$ cat src/rtl/alu_req_arbiter.sv
// alu_req_arbiter: round-robin share of one 3-bit alu between two valid/ready requesters.
module alu (
  input  logic [2:0] a_i,
  input  logic [2:0] b_i,
  input  logic [2:0] op_i,
  output logic [3:0] res_o,
  output logic       carry_o,
  output logic       zero_o
);
  always_comb begin
    res_o = 4'd0;
    case (op_i)
      3'b000: res_o = {1'b0, a_i} + {1'b0, b_i};
      3'b001: res_o = {1'b0, a_i} - {1'b0, b_i};
      3'b010: res_o = {1'b0, a_i & b_i};
      3'b011: res_o = {1'b0, a_i | b_i};
      3'b100: res_o = {1'b0, a_i ^ b_i};
      3'b101: res_o = {1'b0, ~a_i};
      3'b110: res_o = {1'b0, ~(a_i & b_i)};
      default: res_o = {1'b0, ~(a_i | b_i)};
    endcase
    // bit 3 of a 4-bit add/sub is exactly carry/borrow for 3-bit operands
    carry_o = (op_i[2:1] == 2'b00) & res_o[3];
    zero_o = res_o == 4'd0;
  end
endmodule

module alu_req_arbiter #(
  parameter int CNT_W = 8
) (
  input  logic             clk,
  input  logic             rst,
  input  logic [1:0]       req_valid,
  input  logic [5:0]       req_a,
  input  logic [5:0]       req_b,
  input  logic [5:0]       req_op,
  output logic [1:0]       req_ready,
  output logic [1:0]       rsp_valid,
  input  logic [1:0]       rsp_ready,
  output logic [3:0]       rsp_res,
  output logic             rsp_carry,
  output logic             rsp_zero,
  output logic             busy,
  output logic [CNT_W-1:0] op_count
);
  typedef enum logic [1:0] {IDLE, EXEC, RESP} state_t;
  state_t state_q, state_d;
  logic last_q, owner_q, carry_q, zero_q, hs, alu_carry, alu_zero;
  logic [2:0] a_q, b_q, op_q;
  logic [3:0] res_q, alu_res;
  logic [1:0] grant;
  logic [CNT_W-1:0] cnt_q;
  alu u_alu (.a_i(a_q), .b_i(b_q), .op_i(op_q), .res_o(alu_res), .carry_o(alu_carry), .zero_o(alu_zero));
  always_comb begin
    grant[0] = req_valid[0] & (~req_valid[1] | last_q);
    grant[1] = req_valid[1] & (~req_valid[0] | ~last_q);
    req_ready = (state_q == IDLE && !rst) ? grant : 2'b00;
    rsp_valid = (state_q == RESP) ? (owner_q ? 2'b10 : 2'b01) : 2'b00;
    hs = (state_q == RESP) & rsp_ready[owner_q];
    state_d = (state_q == IDLE) ? (|grant ? EXEC : IDLE) :
              (state_q == EXEC) ? RESP : (hs ? IDLE : RESP);
  end
  always_ff @(posedge clk) begin
    if (rst) begin
      state_q <= IDLE;
      last_q <= 1'b1;
      owner_q <= 1'b0;
      a_q <= 3'd0;
      b_q <= 3'd0;
      op_q <= 3'd0;
      res_q <= 4'd0;
      carry_q <= 1'b0;
      zero_q <= 1'b0;
      cnt_q <= '0;
    end else begin
      state_q <= state_d;
      if (state_q == IDLE && |grant) begin
        owner_q <= grant[1];
        a_q <= grant[1] ? req_a[5:3] : req_a[2:0];
        b_q <= grant[1] ? req_b[5:3] : req_b[2:0];
        op_q <= grant[1] ? req_op[5:3] : req_op[2:0];
      end
      if (state_q == EXEC) begin
        res_q <= alu_res;
        carry_q <= alu_carry;
        zero_q <= alu_zero;
      end
      if (hs) begin
        last_q <= owner_q;
        cnt_q <= cnt_q + CNT_W'(~&cnt_q);
      end
    end
  end
  assign rsp_res = res_q;
  assign rsp_carry = carry_q;
  assign rsp_zero = zero_q;
  assign busy = state_q != IDLE;
  assign op_count = cnt_q;
endmodule

$ cat config.mk
export PLATFORM = sky130hd
export DESIGN_NAME = alu_req_arbiter
export DESIGN_NICKNAME = d
export VERILOG_FILES = /design/src/rtl/alu_req_arbiter.sv
export SDC_FILE = /design/constraint.sdc
export NUM_CORES = 1
export LEC_CHECK = 0
export ABC_CLOCK_PERIOD_IN_PS = 2880
export CAP_MARGIN = 20
export CELL_PAD_IN_SITES_DETAIL_PLACEMENT = 1
export CELL_PAD_IN_SITES_GLOBAL_PLACEMENT = 1
export CORE_UTILIZATION = 37
export CTS_CLUSTER_DIAMETER = 60
export DETAILED_ROUTE_END_ITERATION = 10
export MAX_ROUTING_LAYER = met4
export PLACE_DENSITY_LB_ADDON = 0.1
export SLEW_MARGIN = 0
export SYNTH_ARGS = -nofsm -noshare
export SYNTH_HDL_FRONTEND = slang
export SYNTH_HIERARCHICAL = 1
export SYNTH_SLANG_ARGS = --single-unit
$ cat constraint.sdc
create_clock -name clk -period 2.88 [get_ports clk]
set_clock_uncertainty 0.15 [all_clocks]
set_input_delay 0.432 -clock clk [delete_from_list [all_inputs] [get_ports clk]]
set_output_delay 0.432 -clock clk [all_outputs]
set_load 0.02 [all_outputs]
==> results.toml, run 1 <==
[critical_path]
r2r_start = "op_q[1]$_SDFFE_PP0P_"
end_kind = "register"
reg2reg_to = "rsp_zero$_SDFFE_PP0P_"
start_kind = "register"
arrival_ns = 2.81
ff2ff_setup_slack_ns = 0.08
crit_type = "register to register"
worst-path-max-fanout = 4
worstRegToRegCells = 11
cp_data_required_time_ns = 2.89
startpoint = "op_q[1]$_SDFFE_PP0P_"
crit_end = "rsp_zero$_SDFFE_PP0P_"

[die]
initial_core_util_pct = 39.4
die_area_sq_um = 5050
ios = 43
num_rows = 24
core-area_sq_um = 4470
die_width_um = 71.1
die_h_um = 71.1

[detailed_routing]
route.detailed.drc = 2
antenna_left = 0
viasPerCell = 5.66
dr.pass1.iters = 9
wirelength_mm = 4.66
wl_per_cell_um = 16.1
via_count = 1637
dr.first_iter.drc_count = 36

[synth]
synth-edff-count = 0
synth_area_sq_um = 1760
ys_warn_count = 6
syn_avg_cell_area_sq_um = 9.00
synth_seq_cells = 27
synth.net_count = 233
async_flop_share_pct = 0
synth_top_area_share_pct = 30.6
synth_cells = 196
ys_top_cells_by_area = "dfxtp_1, mux2i_1, ha_1"
yosys.area.top_type = "dfxtp_1"
synth_ff_type = "dfxtp_1"
synth_common_cells = "dfxtp_1, a21oi_1, mux2i_1, nor2_1, ha_1"
synth.most_common_cell = "dfxtp_1"
synthDistinctLibCells = 45
yosysSeqAreaShare_pct = 30.6

[clocking]
tritoncts = "done"
clockBufferDepth = 2
cts_sinks = 27
clkLatencyLatePin_ns = 0.27
root_buffer = "clkbuf_8"
cts_made_buffers = 3
htreeDepth = 1
cts.clk_slew.worst_paths_ns = 0.10

[power_and_ir_drop]
power_mw = 1.18
p_leak_nw = 0.836
p_seq_share_pct = 37.9
clockPowerShare_pct = 19.0
power_density_nw_per_um2 = 519
switching_share_pct = 36.0
total_switching_power_mw = 0.424
p_int_mw = 0.752
ir_drop_uv = 228
p_comb_share_pct = 43.1

[job]
cap_violations = 0

[placed_design]
hpwl_mm = 3.52
dp.cells = 283
portBuffers = 42
place_area_sq_um = 2190
gp_congestion = 0.873
pre_cts_slack_ns = 0.0680

[timing]
fin_crit_ns = 2.80
min_period_over_period_pct = 97.1
finalHoldViolations = 0
tns_ns = 0
drv_slew = 0
setup_viol = 0
finalWorstSetupSlack_ns = 0.0846
fmax_ghz = 0.358
max_slew.worst_pin.slew_ns = 0.887
relSlewSlack_pct = 39.2

[cells_and_area]
drive_gt1_share_pct = 8.86
finalInstanceArea_sq_um = 2270
fin_nets = 275
regArea_sq_um = 548
syn2layout_area_growth_pct = 28.4
final.fill_count = 525
antenna_cells = 0
multi_input_area_sq_um = 1090
layout.cells.non_filler = 289

[run_status]
violations = "design-rule violations"
status = "finished, violations left"

[global_route]
antenna_found_initial = 0
first_global_vias = 1688
grt-ovfl-total = 0
grt_max_degree = 28
grt_pass1_wl_mm = 7.78
grt.total_usage_pct = 19.9

[worst_hold_path]
hold_path_class = "register to register"
how the worst min path moves through the flow:
stage,from,end,depth (start not counted)
3_5_place_dp,rsp_res[0]$_SDFFE_PP0P_,rsp_res[0]$_SDFFE_PP0P_,2
4_1_cts,op_count[6]$_SDFFE_PP0N_,op_count[6]$_SDFFE_PP0N_,2
6_report,op_count[6]$_SDFFE_PP0N_,op_count[6]$_SDFFE_PP0N_,2
3_3_place_gp,rsp_carry$_SDFFE_PP0P_,rsp_carry$_SDFFE_PP0P_,2
2_1_floorplan,op_q[1]$_SDFFE_PP0P_,op_q[1]$_SDFFE_PP0P_,2
5_1_grt,rsp_res[1]$_SDFFE_PP0P_,rsp_res[1]$_SDFFE_PP0P_,2
timing repair:
item	CTS	global route
gates resized for setup	0	6
buffers inserted	0	2
setup endpoints to repair	0	1
hold buffers	0	0
cell type report:
type | count | area share, %
clock buffers | 4 | 1.99
inverters | 11 | 1.82
multi-input cells | 146 | 48.3
flip-flops and latches | 27 | 24.2
well taps | 52 | 2.87
repair buffers | 49 | 20.9
routing by layer:
| layer | GRT usage [%] | wire (um) |
|---|---|---|
| met1 | 22.3 | 2120 |
| met2 | 35.9 | 2340 |
| met3 | 2.71 | 136 |
| met4 | 7.56 | 61 |
| met5 | - | 0 |
power by group through the flow:
stage | Combinational, mW | Clock (mW) | Sequential, mW
6_report | 0.507 | 0.224 | 0.445
5_1_grt | 0.553 | 0.247 | 0.451
4_1_cts | 0.475 | 0.229 | 0.445
3_5_place_dp | 0.472 | 0 | 0.453
3_3_place_gp | 0.443 | 0 | 0.451
2_1_floorplan | 0.327 | 0 | 0.457
registers in the layout (all words and copies together), names as in the netlist:
name and count:
op_count 8, rsp_res 4, a_q 3, b_q 3, op_q 3, state_q 2
last_q 1, owner_q 1, rsp_carry 1, rsp_zero 1
through the flow:
stage	hold WS [ns]	util (%)
final	0.352	50.6
after global placement	0.320	48.9
after detailed placement	0.335	48.9
after CTS	0.358	49.9
after floorplan	0.342	-
after global routing	0.390	50.6
worst max-delay path, cell delays in order, from the launching register on:
cell and delay [ns]:
dfxtp_1 0.33, nor2_1 0.27, nand2_1 0.13, mux2i_2 0.17, buf_4 0.14, ha_1 0.26, nand3b_1 0.11, a211o_1 0.29
a21boi_0 0.51, nor4_4 0.09, mux2i_1 0.18, nor2_1 0.07
placed cells by master, fill, tap and decap left out, drive strengths merged, types with 6 or more instances in the layout:
cell,instances
o21ai,6
ha,12
buf,7
nand2,6
a21oi,23
clkdlybuf4s50,42
dfxtp,27
nor2,15
a211oi,11
mux2i,18
inv,11
kinds of logic (layout without fill, tap and decap cells):
group	after synthesis	after routing	synth area share, %
compound gates	55	55	19.6
simple gates	50	50	15.7
flops	27	27	30.6
buf+inv	23	64	8.08
mux	21	21	12.8
fa+ha+maj	13	13	9.65
xor+xnor	7	7	3.48
(Power assumes the default switching activity.)
==> run 2, diff against run 1 <==
--- a/config.mk
+++ b/config.mk
@@ -14,6 +14,7 @@
 export DETAILED_ROUTE_END_ITERATION = 10
 export MAX_ROUTING_LAYER = met4
 export PLACE_DENSITY_LB_ADDON = 0.1
+export RECOVER_POWER = 50
 export SLEW_MARGIN = 0
 export SYNTH_ARGS = -nofsm -noshare
 export SYNTH_HDL_FRONTEND = slang
==> results.toml, run 2 (synthesis gave the netlist of run 1 again) <==
[critical_path]
cp_data_required_time_ns = 2.89
reg2reg_to = "rsp_zero$_SDFFE_PP0P_"
ff2ff_setup_slack_ns = 0.09
critPathMaxStageDelay_ns = 0.51
arrival_ns = 2.81
worst-path-max-fanout = 4
critPathMostFrequentCell = "nor2_1"
end_kind = "register"
start_kind = "register"
crit_slowest_cell = "a21boi_0"
crit_chain = "nor2_1 > nand2_1 > mux2i_2 > buf_4 > ha_1 > nand3b_1 > a211o_1 > a21boi_0 > nor4_4 > mux2i_1 > nor2_1"
worstRegToRegCells = 11
r2r_start = "op_q[1]$_SDFFE_PP0P_"
crit_type = "register to register"

[cells_and_area]
fin_util_pct = 50.6
layout.cells.non_filler = 289
largest_reg_flops = 8
drive_gt1_share_pct = 8.86
layout_common_cells = "clkdlybuf4s50_1, dfxtp_1, a21oi_1, mux2i_1, dlygate4sd3_1"
syn2layout_area_growth_pct = 28.4
final.fill_count = 525
antenna_cells = 0
final_common_cell = "clkdlybuf4s50_1"
finalInstanceArea_sq_um = 2270
fin_nets = 275

[detailed_routing]
viasPerCell = 5.67
route.detailed.drc = 2
wirelength_mm = 4.64
wl_per_cell_um = 16.1
via_count = 1640
dr.first_iter.drc_count = 37
antenna_left = 0
dr.pass1.iters = 9

[clocking]
clkLatencyLatePin_ns = 0.27
root_buffer = "clkbuf_8"
cts_made_buffers = 3
htreeDepth = 1
clockBufferDepth = 2
cts.clk_slew.worst_paths_ns = 0.10
hold_buffers = 0
cts_sinks = 27
tritoncts = "done"

[placed_design]
place_area_sq_um = 2190
dp.cells = 283
hpwl_mm = 3.52
portBuffers = 42
gp_congestion = 0.873

[worst_hold_path]
hold_path_class = "register to register"
worstHoldPathCells = 2
hold_path.startpoint = "op_count[6]$_SDFFE_PP0N_"
whs_endpoint = "op_count[6]$_SDFFE_PP0N_"

[global_route]
grt_pass1_wl_mm = 7.78
grt-ovfl-total = 0
grt_max_degree = 28
first_global_vias = 1688
grt.total_usage_pct = 19.9
antenna_found_initial = 0

[run_status]
status = "finished, violations left"
violations = "design-rule violations"

[die]
initial_core_util_pct = 39.4
core-area_sq_um = 4470
die_area_sq_um = 5050
ios = 43
die_h_um = 71.1
die_width_um = 71.1
num_rows = 24

[timing]
setup_viol = 0
relSlewSlack_pct = 38.9
drv_slew = 0
max_slew.worst_pin.slew_ns = 0.891
finalHoldViolations = 0
fmax_ghz = 0.358
min_period_over_period_pct = 96.9
tns_ns = 0
fin_crit_ns = 2.79

[power_and_ir_drop]
ir_drop_uv = 228
p_leak_nw = 0.884
power_mw = 1.17
power_density_nw_per_um2 = 517

[job]
cap_violations = 0
-- run 2: cell types whose count changed in the layout (fill, tap and decap cells not counted), sizes merged --
cell and delta:
dlygate4sd3 +16, clkdlybuf4s50 -16
-- run 2: worst max-delay path by stage --
stage | from | endpoint | slack, ns | cells past startpoint
finish | op_q[1]$_SDFFE_PP0P_ | rsp_zero$_SDFFE_PP0P_ | 0.09 | 11
global route | b_q[1]$_SDFFE_PP0P_ | rsp_zero$_SDFFE_PP0P_ | -0.02 | 10
CTS | b_q[1]$_SDFFE_PP0P_ | rsp_zero$_SDFFE_PP0P_ | 0.03 | 10
detailed placement | b_q[0]$_SDFFE_PP0P_ | rsp_zero$_SDFFE_PP0P_ | 0.07 | 10
global placement | b_q[0]$_SDFFE_PP0P_ | rsp_zero$_SDFFE_PP0P_ | 0.24 | 11
floorplan | op_q[2]$_SDFFE_PP0P_ | rsp_zero$_SDFFE_PP0P_ | 0.28 | 13
-- run 2: worst max-delay path, delay by kind of cell (launching register included) --
family	cells	cell delay (ns)
AO/OA/AOI/OAI	2	0.80
AND/OR/NAND/NOR	5	0.67
flip-flops	1	0.33
buffers and inverters	1	0.14
multiplexers	2	0.35
adder cells (fa/ha/maj)	1	0.26
-- run 2: stage by stage --
stage | hold WS (ns) | setup WS (ns)
floorplan | 0.342 | 0.276
finish | 0.349 | 0.0883
CTS | 0.358 | 0.0341
global route | 0.385 | -0.0239
global placement | 0.320 | 0.243
detailed placement | 0.335 | 0.0680
-- run 2: repair_timing --
item                       4_1_cts  5_1_grt
setup endpoints to repair        0        1
gates resized for setup          0        6
setup buffers                    0        2
-- run 2: per-layer routing --
metal / vias up / wire length, um / global-route usage (%)
li1: 796 / - / -
met1: 797 / 2100 / 22.3
met2: 39 / 2350 / 35.9
met3: 8 / 136 / 2.71
met4: 0 / 61 / 7.56
met5: - / 0 / -
-- run 2: cell type report --
cell class	instances	area, sq um	area share [%]
Timing Repair Buffer	49	473	20.9
Sequential cell	27	548	24.2
Inverter	11	41.3	1.82
Tap cell	52	65.1	2.87
Clock buffer	4	45.0	1.99
Multi-Input combinational cell	146	1090	48.3
-- run 2: where the power goes --
| group | internal, mW | total, mW | switching [mW] |
|---|---|---|---|
| registers | 0.410 | 0.445 | 0.0353 |
| logic | 0.239 | 0.502 | 0.263 |
| clock network | 0.0992 | 0.224 | 0.124 |
| total | 0.748 | 1.17 | 0.423 |
